<file path="src/rtl/trace_serialiser_pkg.sv">
// Shared types and constants for the trace serialiser: FSM state encoding,
// frame sync marker and the default upstream response timeout.
package trace_serialiser_pkg;

  typedef enum logic [2:0] {
    StIdle,
    StRequest,
    StWaitData,
    StSendSync,
    StSendData,
    StSendCsum
  } state_e;

  localparam logic [7:0] SYNC_BEAT = 8'hA5;

  localparam int unsigned DEFAULT_TIMEOUT_CYCLES = 8;

endpackage

</file>
<file path="src/rtl/trace_serialiser.sv">
// Pulls one trace element from an upstream buffer and emits it as a framed beat stream:
// SYNC, data beats LSB first, XOR checksum (tx_last). All outputs are registered.
module trace_serialiser
  import trace_serialiser_pkg::*;
#(
  parameter int unsigned TRACE_WIDTH    = 32,
  parameter int unsigned BEAT_WIDTH     = 8,
  parameter int unsigned TIMEOUT_CYCLES = DEFAULT_TIMEOUT_CYCLES
) (
  input  logic                   clk,
  input  logic                   rst,
  input  logic                   data_present,
  input  logic                   data_valid,
  input  logic [TRACE_WIDTH-1:0] trace_element,
  output logic                   data_request,
  output logic                   tx_valid,
  input  logic                   tx_ready,
  output logic [BEAT_WIDTH-1:0]  tx_data,
  output logic                   tx_last,
  output logic                   busy,
  output logic [7:0]             frame_count,
  output logic                   timeout_err
);

  localparam int unsigned Beats = TRACE_WIDTH / BEAT_WIDTH;
  localparam int unsigned IdxW  = (Beats > 1) ? $clog2(Beats) : 1;
  localparam int unsigned WaitW = (TIMEOUT_CYCLES > 1) ? $clog2(TIMEOUT_CYCLES) : 1;

  state_e                 state_q, state_d;
  logic [TRACE_WIDTH-1:0] elem_q, elem_d;
  logic [BEAT_WIDTH-1:0]  csum_q, csum_d;
  logic [IdxW-1:0]        beat_idx_q, beat_idx_d;
  logic [WaitW-1:0]       wait_cnt_q, wait_cnt_d;

  logic                   data_request_q, data_request_d;
  logic                   tx_valid_q, tx_valid_d;
  logic [BEAT_WIDTH-1:0]  tx_data_q, tx_data_d;
  logic                   tx_last_q, tx_last_d;
  logic                   busy_q, busy_d;
  logic [7:0]             frame_count_q, frame_count_d;
  logic                   timeout_err_q, timeout_err_d;

  logic                   tx_fire;

  assign tx_fire = tx_valid_q & tx_ready;

  always_comb begin
    state_d       = state_q;
    elem_d        = elem_q;
    csum_d        = csum_q;
    beat_idx_d    = beat_idx_q;
    wait_cnt_d    = wait_cnt_q;
    tx_valid_d    = tx_valid_q;
    tx_data_d     = tx_data_q;
    tx_last_d     = tx_last_q;
    frame_count_d = frame_count_q;
    timeout_err_d = timeout_err_q;

    unique case (state_q)
      StIdle: begin
        if (data_present) state_d = StRequest;
      end
      StRequest: begin
        wait_cnt_d = '0;
        state_d    = StWaitData;
      end
      StWaitData: begin
        if (data_valid) begin
          elem_d     = trace_element;
          csum_d     = '0;
          beat_idx_d = '0;
          tx_valid_d = 1'b1;
          tx_data_d  = BEAT_WIDTH'(SYNC_BEAT);
          tx_last_d  = 1'b0;
          state_d    = StSendSync;
        end else if (wait_cnt_q == WaitW'(TIMEOUT_CYCLES - 1)) begin
          timeout_err_d = 1'b1;
          state_d       = StIdle;
        end else begin
          wait_cnt_d = wait_cnt_q + WaitW'(1);
        end
      end
      StSendSync: begin
        if (tx_fire) begin
          tx_data_d = elem_q[BEAT_WIDTH-1:0];
          elem_d    = elem_q >> BEAT_WIDTH;
          state_d   = StSendData;
        end
      end
      StSendData: begin
        // The beat in tx_data_q is folded into the checksum as it transfers.
        if (tx_fire) begin
          csum_d = csum_q ^ tx_data_q;
          if (beat_idx_q == IdxW'(Beats - 1)) begin
            tx_data_d = csum_q ^ tx_data_q;
            tx_last_d = 1'b1;
            state_d   = StSendCsum;
          end else begin
            beat_idx_d = beat_idx_q + IdxW'(1);
            tx_data_d  = elem_q[BEAT_WIDTH-1:0];
            elem_d     = elem_q >> BEAT_WIDTH;
          end
        end
      end
      StSendCsum: begin
        if (tx_fire) begin
          frame_count_d = frame_count_q + 8'd1;
          tx_valid_d    = 1'b0;
          tx_last_d     = 1'b0;
          tx_data_d     = '0;
          state_d       = StIdle;
        end
      end
      default: state_d = StIdle;
    endcase

    data_request_d = (state_d == StRequest);
    busy_d         = (state_d != StIdle);
  end

  always_ff @(posedge clk or posedge rst) begin
    if (rst) begin
      state_q        <= StIdle;
      elem_q         <= '0;
      csum_q         <= '0;
      beat_idx_q     <= '0;
      wait_cnt_q     <= '0;
      data_request_q <= 1'b0;
      tx_valid_q     <= 1'b0;
      tx_data_q      <= '0;
      tx_last_q      <= 1'b0;
      busy_q         <= 1'b0;
      frame_count_q  <= '0;
      timeout_err_q  <= 1'b0;
    end else begin
      state_q        <= state_d;
      elem_q         <= elem_d;
      csum_q         <= csum_d;
      beat_idx_q     <= beat_idx_d;
      wait_cnt_q     <= wait_cnt_d;
      data_request_q <= data_request_d;
      tx_valid_q     <= tx_valid_d;
      tx_data_q      <= tx_data_d;
      tx_last_q      <= tx_last_d;
      busy_q         <= busy_d;
      frame_count_q  <= frame_count_d;
      timeout_err_q  <= timeout_err_d;
    end
  end

  assign data_request = data_request_q;
  assign tx_valid     = tx_valid_q;
  assign tx_data      = tx_data_q;
  assign tx_last      = tx_last_q;
  assign busy         = busy_q;
  assign frame_count  = frame_count_q;
  assign timeout_err  = timeout_err_q;

endmodule

</file>
<file path="config.mk">
export PLATFORM = sky130hd
export DESIGN_NAME = trace_serialiser
export DESIGN_NICKNAME = d
export VERILOG_FILES = /design/src/rtl/trace_serialiser_pkg.sv /design/src/rtl/trace_serialiser.sv
export SDC_FILE = /design/constraint.sdc
export NUM_CORES = 1
export LEC_CHECK = 0
export CAP_MARGIN = 20
export CORE_MARGIN = 4
export CORE_UTILIZATION = 37
export DETAILED_ROUTE_END_ITERATION = 8
export PLACE_DENSITY = 0.63
export SLEW_MARGIN = 20
export SYNTH_ARGS = -nofsm -noshare
export SYNTH_HDL_FRONTEND = slang
export SYNTH_SLANG_ARGS = --single-unit
</file>
<file path="constraint.sdc">
create_clock -name clk -period 2.4 [get_ports clk]
set_clock_uncertainty 0.05 [all_clocks]
set_input_delay 0.24 -clock clk [delete_from_list [all_inputs] [get_ports clk]]
set_output_delay 0.24 -clock clk [all_outputs]
set_load 0.1 [all_outputs]
</file>
==> results of run 1 <==
-- worst paths after layout --
kind | from | to | depth (start not counted)
max | state_q[1]$_DFF_PP0_ | elem_q[15]$_DFFE_PP0P_ | 5
min | rst | elem_q[25]$_DFFE_PP0P_ | 3
max reg2reg | state_q[1]$_DFF_PP0_ | elem_q[15]$_DFFE_PP0P_ | 5
min reg2reg | timeout_err$_DFFE_PP0P_ | timeout_err$_DFFE_PP0P_ | 1
max in group asynchronous | rst | frame_count[1]$_DFFE_PP0P_ | 3
min in group clk | trace_element[27] | elem_q[27]$_DFFE_PP0P_ | 3
-- area by class of cell --
class                           instances  area (um2)  share of cell area
Sequential cell                        69        1727              0.3922
Clock buffer                           10       137.6             0.03126
Timing Repair Buffer                   69       633.1              0.1438
Multi-Input combinational cell        209        1605              0.3646
Tap cell                              129       161.4             0.03666
Inverter                               14       52.55             0.01194
Clock inverter                          6       86.33             0.01961
-- routing by layer --
layer,track usage,part of all wire,vias to the layer above
met5,0,0,-
met2,0.2049,0.45,82
met3,0.03001,0.054,9
li1,-,-,1230
met4,0.06654,0.020,0
met1,0.1904,0.48,1224
-- placed cells by master (no fill, tap or decap), types with 2 or more instances in the layout --
cell	n
a22o_1	2
nor2b_1	5
o21ai_0	23
a221oi_1	4
a21o_1	2
mux2_4	22
nand3b_1	3
bufinv_16	2
mux2_2	17
o21ba_2	4
nand4_1	2
ha_1	4
clkdlybuf4s50_1	36
buf_4	31
or3b_2	2
inv_1	13
nor4bb_1	2
buf_12	2
a211oi_1	2
nor2_1	9
clkinv_2	2
a31o_2	2
and3_1	5
o22ai_1	4
nand3_1	11
dfrtp_1	69
nand2b_1	2
nand2_1	33
xnor2_1	6
a31oi_1	2
o21ai_1	3
a2111oi_0	4
nor3_1	6
a32oi_1	4
mux2i_1	11
clkbuf_8	10
-- logic make-up after synthesis --
logic type,after synthesis,synth area share
compound gates,59,0.1141
xor+xnor,7,0.01753
fa+ha+maj,4,0.01431
buf+inv,31,0.04722
flops,69,0.4937
mux,50,0.1807
simple gates,89,0.1324
-- registers in the layout (all words and copies together), names as in the netlist --
register and cells:
csum_q 8, busy 1, frame_count 8, tx_valid 1, tx_data 8, beat_idx_q 2
elem_q 32, timeout_err 1, data_request 1, wait_cnt_q 3, tx_last 1, state_q 3
-- worst max-delay path: stages (launching register included) --
cell	delay, ns
dfrtp_1	0.38
or3b_1	0.58
o21ai_2	0.21
a31o_2	0.20
buf_12	0.23
mux2_2	0.36
-- per-stage QoR --
step                        util  instance area, um2  setup slack, ns  hold slack, ns  std cells
final                     0.4765                4403           0.2735          0.2093        506
after global routing      0.4765                4403           0.1764          0.2607        506
after CTS                 0.4765                4403           0.2699          0.2399        506
after detailed placement  0.4523                4179           0.2768          0.4205        490
after global placement    0.4523                4179           0.2951          0.4199        490
after floorplan                -                3497           0.1426          0.3271        309
-- report_power, final --
part / internal [mW] / switching (mW) / total (mW)
logic: 0.0893 / 0.0694 / 0.159
registers: 1.16 / 0.000444 / 1.16
clock network: 0.611 / 0.456 / 1.07
-- Yosys cell counts, types with 2 or more instances --
master     count  area (um2)
a21o_1         2       15.01
o21ai_1        3       15.01
nor2_1         9       33.78
a32oi_1        4       35.03
nand2_1       33       123.9
ha_1           4       50.05
buf_4          3       22.52
o21ai_0       23       115.1
xnor2_1        6       52.55
a211oi_1       2       15.01
nor2b_1        5       31.28
a22o_1         2       17.52
nand3b_1       3       22.52
clkbuf_1       7       26.28
buf_6          3       33.78
o22ai_1        4       25.02
and3_1         5       31.28
inv_1         14       52.55
dfrtp_1       69        1727
a31oi_1        2       12.51
nand2b_1       2       12.51
nor4bb_1       2       20.02
or3b_2         2       17.52
a2111oi_0      4       35.03
mux2_4        22       330.3
nand4_1        2       12.51
o21ba_2        4       40.04
mux2_2        17       191.4
nor3_1         6       30.03
a31o_2         2       17.52
nand3_1       11       55.05
mux2i_1       11       110.1
buf_2          3       15.01
a221oi_1       4       35.03
==> results.txt, run 1 <==
Post-Synthesis Cells - 309
Routability-driven placement congestion ratio - 0.8081
Initial antenna violation count - 0
Clock latency on the worst-skew pair - 0.35 ns
Syn Area/Cell - 11.32 um2
Wire per inst - 14.40 um
R2R Setup Slk - 0.27 ns
Dominant synthesized flop cell - dfrtp_1
Asr flop ratio synth - 1.000
CTS H-tree lvls - 3
DR iter-0 viols - 121
Worst path required time - 2.58 ns
Die Footprint - 0.01107 mm2
Max-Cap Viols - 0
Post-CTS resize count - 0
CTS max path bufs - 2
Power per cell area - 542.5 mW/mm2
Status - completed
DP HPWL - 5008 um
DR pass1 iterations - 5
TritonCTS buffer count - 9
Setup tns final - 0 ns
Least-Margin Pin Slew - 0.4028 ns
Area growth syn-to-layout - 25.90%
DR vias - 2,545
Arr. time, crit path - 2.30 ns
GRT Resource Usage Total - 0.1379
Vias in the first global route - 2,505
GRT overflow - 0
Post-Route WL - 7288 um
IO Pins - 58
Vias per inst - 5.030
Die Ht - 105.2 um
Hold Violations, Final - 0
Number of flops mapped to enable cells by yosys - 0
Fill cells - 835
Crit. End Element - flop
Die Wd - 105.2 um
IO buf count - 57
Core area - 0.009240 mm2
CP Class - flop to flop
TritonCTS clock tree - built
CTS Hold Bufs - 0
Max rail drop VDD - 0.2636 mV
Mapped Area - 0.003497 mm2
Final setup fails - 0
Largest net degree at the start of global routing - 70
Flops & latches, synth - 69
Final Slew Violations - 0
Core Rows - 35
Drc violations - 0
CTS Sinks - 69
Power Total - 2.389 mW
RSZ-0062 raised after global routing - no
Synth warn - 0
CP startpoint kind - flop
ANT nets after route - 0
P_leak - 2.047 nW
Initial Util - 0.3785
CP max FO - 32
Max-slew headroom - 0.7246
Post-layout net count - 413
Max frequency - 0.4703 GHz
# diodes - 0
First-pass GRT wire length - 12,350 um
Synth unique cells - 48
Mapped Nets - 350
Period utilization - 0.8860
Clock root buffer - clkbuf_8
Clock input transition at the sequential cells of the worst setup and hold paths - 0.07 ns
Worst hold path class - input pin to async pin
Final Critical Period - 2.126 ns
Sequential share of the synthesized area - 0.4937
Number of buffers inserted by post-CTS setup repair - 0
Share of layout cells above drive strength 1 - 0.2626
Power figures use the tool's default switching activity.
==> run 2: changes to the inputs <==
--- a/config.mk
+++ b/config.mk
@@ -8,6 +8,7 @@
 export CAP_MARGIN = 20
 export CORE_MARGIN = 4
 export CORE_UTILIZATION = 37
+export CTS_CLUSTER_SIZE = 40
 export DETAILED_ROUTE_END_ITERATION = 8
 export PLACE_DENSITY = 0.63
 export SLEW_MARGIN = 20
==> constraint.sdc (replaced) <==
create_clock -name clk -period 2.4 [get_ports clk]
set_clock_uncertainty 0.05 [all_clocks]
set_input_delay 0.48 -clock clk [delete_from_list [all_inputs] [get_ports clk]]
set_output_delay 0.48 -clock clk [all_outputs]
set_load 0.1 [all_outputs]
==> run 2 against run 1 <==
Net effect:
- via count shrank 0.79%
- core utilization is 0.14 points lower
- cell area decreased by 0.28%
- fmax shrank 3.6%
- critical path type unchanged
==> results.txt, run 2 (synthesis gave the netlist of run 1 again) <==
Status - completed
Vias in the first global route - 2,580 (+3.0%)
Clock input transition at the sequential cells of the worst setup and hold paths - 0.08 ns (about the same)
Max rail drop VDD - 0.2872 mV (+8.9%)
DR pass1 iterations - 4 (-1)
Share of layout cells above drive strength 1 - 0.2703 (+0.007742)
Clock latency on the worst-skew pair - 0.35 ns (about the same)
Comb power frac - 0.074 (+0.008)
Post-CTS resize count - 0 (unchanged)
Period utilization - 0.9195 (+0.03352)
Crit. End Element - flop
TritonCTS buffer count - 9 (unchanged)
Last element of the critical path - elem_q[2]$_DFFE_PP0P_
CP max FO - 32 (unchanged)
Internal - 1.639 mW (-12%)
R2R Setup Slk - 0.19 ns (-0.08 ns)
Arr. time, crit path - 2.38 ns (+0.08 ns)
GRT Resource Usage Total - 0.1384 (+0.0005042)
Initial antenna violation count - 0 (unchanged)
Util after Layout - 0.4752 (-0.001354)
Die Wd - 105.2 um (unchanged)
Reg with most FFs - elem_q
Most frequent cells in the layout - dfrtp_1 (69), clkdlybuf4s50_1 (36), buf_4 (35)
CTS max path bufs - 2 (unchanged)
Largest net degree at the start of global routing - 70 (unchanged)
Max-slew headroom - 0.4902 (-0.2343)
Crit Reg-Reg Startpoint - state_q[1]$_DFF_PP0_
Switch share - 0.2542 (+0.03418)
IO Pins - 58 (unchanged)
Worst path required time - 2.58 ns (about the same)
Area growth syn-to-layout - 25.55%
Worst setup path start - state_q[1]$_DFF_PP0_
Least-Margin Pin Slew - 0.7600 ns (+0.3573 ns)
DP HPWL - 5098 um (+1.8%)
P_leak - 2.038 nW (-0.45%)
Final Critical Period - 2.207 ns (+0.08044 ns)
Multi-input gate area - 0.001605 mm2 (unchanged)
DR iter-0 viols - 99 (-18%)
First-pass GRT wire length - 12,320 um (-0.28%)
Largest register FFs - 32 (unchanged)
Worst hold path class - flop to flop
CTS H-tree lvls - 3 (unchanged)
Die Ht - 105.2 um (unchanged)
Final Worst Setup Slack - 0.1931 ns (-0.08044 ns)
Fill cells - 863 (+3.4%)
Vias per inst - 4.951 (-1.6%)
CTS Sinks - 69 (unchanged)
Clk pwr share - 0.397 (-0.050)
IO buf count - 57 (unchanged)
Post-place setup slack - 0.06211 ns (-0.2147 ns)
CP Class - flop to flop
# diodes - 0 (unchanged)
Initial Util - 0.3785 (unchanged)
Sequential Area - 0.001727 mm2 (unchanged)
Max frequency - 0.4531 GHz (-3.6%)
Drc violations - 0 (unchanged)
Final Instance Count excl. Fillers - 510 (+0.79%)
Setup tns final - 0 ns (unchanged)
R2R depth - 5 (unchanged)
Post-layout net count - 417 (+0.97%)
Most common cell after layout, fill and taps aside - dfrtp_1
Number of buffers inserted by post-CTS setup repair - 0 (unchanged)
Final Slew Violations - 0 (unchanged)
Clock root buffer - clkbuf_8
Final setup fails - 0 (unchanged)
DR vias - 2,525 (-0.79%)
ANT nets after route - 0 (unchanged)
Power per cell area - 500.4 mW/mm2 (-7.8%)
CTS Hold Bufs - 0 (unchanged)
Placed cells - 494 (+0.82%)
Wire per inst - 14.49 um (+0.62%)
Post-Route WL - 7391 um (+1.4%)
CP startpoint kind - flop
Cell depth of the worst min-delay path - 1
TritonCTS clock tree - built
Sequential power share - 0.529 (+0.042)
GRT overflow - 0 (unchanged)
Max-Cap Viols - 0 (unchanged)
NetSw - 0.5584 mW (+6.3%)
Die Footprint - 0.01107 mm2 (unchanged)
RSZ-0062 raised after global routing - no
FF-to-FF End - elem_q[2]$_DFFE_PP0P_
Core area - 0.009240 mm2 (unchanged)
Hold Violations, Final - 0 (unchanged)
Routability-driven placement congestion ratio - 0.8208 (+1.6%)
Core Rows - 35 (unchanged)
-- run 2: power by group through the flow --
stage               combinational (mW)  clock (mW)  sequential (mW)
floorplan                       0.0812           0             1.19
global placement                 0.163           0             1.19
detailed placement               0.164           0             1.19
CTS                              0.165       0.904             1.16
global route                     0.178       0.950             1.16
finish                           0.162       0.872             1.16
-- run 2: layout make-up --
class,count,share of cell area
Clock buffer,9,0.02821
Multi-Input combinational cell,209,0.3656
Sequential cell,69,0.3933
Clock inverter,7,0.01311
Inverter,14,0.01197
Timing Repair Buffer,73,0.1510
Tap cell,129,0.03676
-- run 2: stage by stage --
stage	hold slack, ns	area, um2	power (mW)
after floorplan	0.4050	3497	1.268
after global placement	0.4086	4209	1.349
after detailed placement	0.4171	4209	1.350
after CTS	0.4317	4390	2.231
after global routing	0.4553	4390	2.290
final	0.4250	4390	2.197
-- run 2: metal layers --
metal | track usage | wire (um) | vias to the layer above
met2 | 0.2213 | 3418 | 63
li1 | - | - | 1245
met3 | 0.04532 | 347 | 6
met5 | 0 | 0 | -
met1 | 0.1778 | 3549 | 1211
met4 | 0.04311 | 76 | 0
-- run 2: how the worst min path moves through the flow --
| stage | startpoint | to | slack, ns |
|---|---|---|---|
| floorplan | beat_idx_q[0]$_DFFE_PP0P_ | beat_idx_q[0]$_DFFE_PP0P_ | 0.40 |
| global placement | timeout_err$_DFFE_PP0P_ | timeout_err$_DFFE_PP0P_ | 0.41 |
| detailed placement | timeout_err$_DFFE_PP0P_ | timeout_err$_DFFE_PP0P_ | 0.42 |
| CTS | frame_count[7]$_DFFE_PP0P_ | frame_count[7]$_DFFE_PP0P_ | 0.43 |
| global route | timeout_err$_DFFE_PP0P_ | timeout_err$_DFFE_PP0P_ | 0.46 |
| finish | frame_count[7]$_DFFE_PP0P_ | frame_count[7]$_DFFE_PP0P_ | 0.42 |
-- run 2: critical path: stages (launching register included) --
cell     delay (ns)
dfrtp_1        0.38
or3b_1         0.60
o21ai_2        0.25
a31o_2         0.21
buf_12         0.23
mux2_2         0.36
==> run 3: changes to the inputs <==
--- a/config.mk
+++ b/config.mk
@@ -6,11 +6,10 @@
 export NUM_CORES = 1
 export LEC_CHECK = 0
 export CAP_MARGIN = 20
-export CORE_MARGIN = 4
+export CORE_MARGIN = 3
 export CORE_UTILIZATION = 37
 export CTS_CLUSTER_SIZE = 40
 export DETAILED_ROUTE_END_ITERATION = 8
-export PLACE_DENSITY = 0.63
 export SLEW_MARGIN = 20
 export SYNTH_ARGS = -nofsm -noshare
 export SYNTH_HDL_FRONTEND = slang
==> run 3 against run 2 <==
Net effect:
- critical path depth unchanged
- register-to-register slack gained 0.20 ns
- non-clock buffer count grew 4
- fmax is 10% higher
- wire length is 2.1% higher
- core utilization rose by 3.1 points
- clock power is 55% higher
- clock-buffer cell count rose by 1
- sequential share of layout area shrank 1.2 points
- sequential power hardly changed
- via count increased by 1.3%
- worst hold slack better by 0.0041 ns
- largest power group is now clock
==> results.txt, run 3 (synthesis gave the netlist of run 1 again) <==
Setup tns final - 0 ns (unchanged)
Status - completed
Routability-driven placement congestion ratio - 0.8220 (+0.15%)
FF-to-FF End - elem_q[16]$_DFFE_PP0P_
GRT Resource Usage Total - 0.1514 (+0.01307)
ANT nets after route - 0 (unchanged)
CTS Sinks - 69 (unchanged)
Post-Route WL - 7543 um (+2.1%)
CTS max path bufs - 2 (unchanged)
Least-Margin Pin Slew - 0.7666 ns (+0.006501 ns)
Most common cell after layout, fill and taps aside - dfrtp_1
Power per cell area - 592.6 mW/mm2 (+18%)
GRT overflow - 0 (unchanged)
Max rail drop VDD - 0.2998 mV (+4.4%)
First-pass GRT wire length - 12,450 um (+1.1%)
Final Instance Count excl. Fillers - 493 (-3.3%)
Share of layout cells above drive strength 1 - 0.2753 (+0.004983)
DP HPWL - 5389 um (+5.7%)
Wire per inst - 15.30 um (+5.6%)
Hold_sp - frame_count[7]$_DFFE_PP0P_
Post-CTS resize count - 0 (unchanged)
Die Wd - 103.2 um (-1.9%)
Slowest library cell on the worst path - or3b_1
Worst hold path class - flop to flop
Worst setup path start - state_q[1]$_DFF_PP0_
Clock input transition at the sequential cells of the worst setup and hold paths - 0.08 ns (about the same)
RSZ-0062 raised after global routing - no
Cell depth of the worst min-delay path - 1 (unchanged)
CTS Hold Bufs - 0 (unchanged)
Final setup fails - 0 (unchanged)
P_leak - 2.122 nW (+4.2%)
Clock latency on the worst-skew pair - 0.34 ns (about the same)
DR vias - 2,557 (+1.3%)
# diodes - 0 (unchanged)
Die Ht - 103.2 um (-1.9%)
CP startpoint kind - flop
CP Class - flop to flop
IO buf count - 57 (unchanged)
Area growth syn-to-layout - 29.37%
R2R Setup Slk - 0.39 ns (+0.20 ns)
Hold Violations, Final - 0 (unchanged)
Core area - 0.008934 mm2 (-3.3%)
Arr. time, crit path - 2.18 ns (-0.20 ns)
CP max FO - 20 (-38%)
Slowest Stage Delay on Critical Path - 0.46 ns (-0.14 ns)
Final Critical Period - 2.005 ns (-0.2016 ns)
Vias in the first global route - 2,566 (-0.54%)
Number of buffers inserted by post-CTS setup repair - 0 (unchanged)
Most frequent cells in the layout - dfrtp_1 (69), buf_4 (37), clkdlybuf4s50_1 (36)
Largest net degree at the start of global routing - 33 (-53%)
TritonCTS clock tree - built
Final Slew Violations - 0 (unchanged)
Crit. End Element - flop
Worst path required time - 2.57 ns (about the same)
Die Footprint - 0.01065 mm2 (-3.8%)
Power Total - 2.681 mW (+22%)
Vias per inst - 5.187 (+4.8%)
Core Rows - 34 (-2.9%)
IO Pins - 58 (unchanged)
Max-slew headroom - 0.4859 (-0.004360)
Placed cells - 477 (-3.4%)
Fill cells - 838 (-2.9%)
Initial Util - 0.3915 (+0.01299)
Util after Layout - 0.5064 (+0.03129)
CP Cell Sequence - or3b_1 > o21ai_2 > a31o_2 > buf_12 > mux2_2
R2R depth - 5 (unchanged)
Post-layout net count - 421 (+0.96%)
Largest register FFs - 32 (unchanged)
Max-Cap Viols - 0 (unchanged)
CTS H-tree lvls - 3 (unchanged)
Initial antenna violation count - 0 (unchanged)
TritonCTS buffer count - 9 (unchanged)
Post-place setup slack - 0.01963 ns (-0.04247 ns)
Drc violations - 0 (unchanged)
DR iter-0 viols - 89 (-10%)
Max frequency - 0.4987 GHz (+10%)
Crit Reg-Reg Startpoint - state_q[1]$_DFF_PP0_
DR pass1 iterations - 4 (unchanged)
Clock root buffer - clkbuf_8
Final Worst Setup Slack - 0.3948 ns (+0.2016 ns)
Hold Path End - frame_count[7]$_DFFE_PP0P_
Period utilization - 0.8355 (-0.08402)
Reg with most FFs - elem_q
[run 3: changes by cell type in the layout (fill, tap and decap cells not counted)]
cell	previous run	this run
clkinvlp_4	3	0
inv_6	2	0
clkbuf_1	0	1
clkinv_4	2	1
buf_12	2	4
bufinv_16	0	5
buf_4	35	37
[run 3: critical path, delay by kind of cell, from the launching register on]
kind                   cells  cell delay [ns]
AOI/OAI and AO/OA          2             0.43
buffers and inverters      1             0.20
muxes                      1             0.35
DFF                        1             0.38
and+or+nand+nor            1             0.46
[run 3: worst max-delay path by stage]
stage                                     end  slack [ns]  cells after the start
global placement       tx_data[6]$_DFFE_PP0P_        0.05                      6
finish                 elem_q[16]$_DFFE_PP0P_        0.39                      5
detailed placement     tx_data[3]$_DFFE_PP0P_        0.02                      6
global route        wait_cnt_q[0]$_DFFE_PP0P_        0.25                      6
floorplan           beat_idx_q[0]$_DFFE_PP0P_        0.13                      1
CTS                    tx_data[3]$_DFFE_PP0P_        0.38                      6
[run 3: final cells by class]
| class | instances | area (um2) | area share |
|---|---|---|---|
| Clock buffer | 10 | 127.6 | 0.02821 |
| Clock inverter | 6 | 158.9 | 0.03512 |
| Inverter | 14 | 52.55 | 0.01162 |
| Multi-Input combinational cell | 209 | 1605 | 0.3548 |
| Sequential cell | 69 | 1727 | 0.3816 |
| Tap cell | 108 | 135.1 | 0.02987 |
| Timing Repair Buffer | 77 | 718.2 | 0.1587 |
[run 3: where the power goes]
part           internal, mW  switching [mW]  total, mW
Combinational        0.0956          0.0720      0.168
Sequential             1.16        0.000409       1.16
Clock                 0.903           0.447       1.35
Total                  2.16           0.520       2.68
[run 3: through the flow]
stage,cell area [um2],hold slack (ns)
after floorplan,3497,0.4050
after global placement,4238,0.4123
after detailed placement,4238,0.4184
after CTS,4524,0.4325
after global routing,4524,0.4523
final,4524,0.4290
[run 3: layer usage]
metal  vias to the layer above  share of wire  global-route usage
met5                         -              0                   0
met4                         0         0.0086             0.04681
met3                         7          0.054             0.04225
met2                        76           0.44              0.2289
met1                      1225           0.49              0.2119
li1                       1249              -                   -
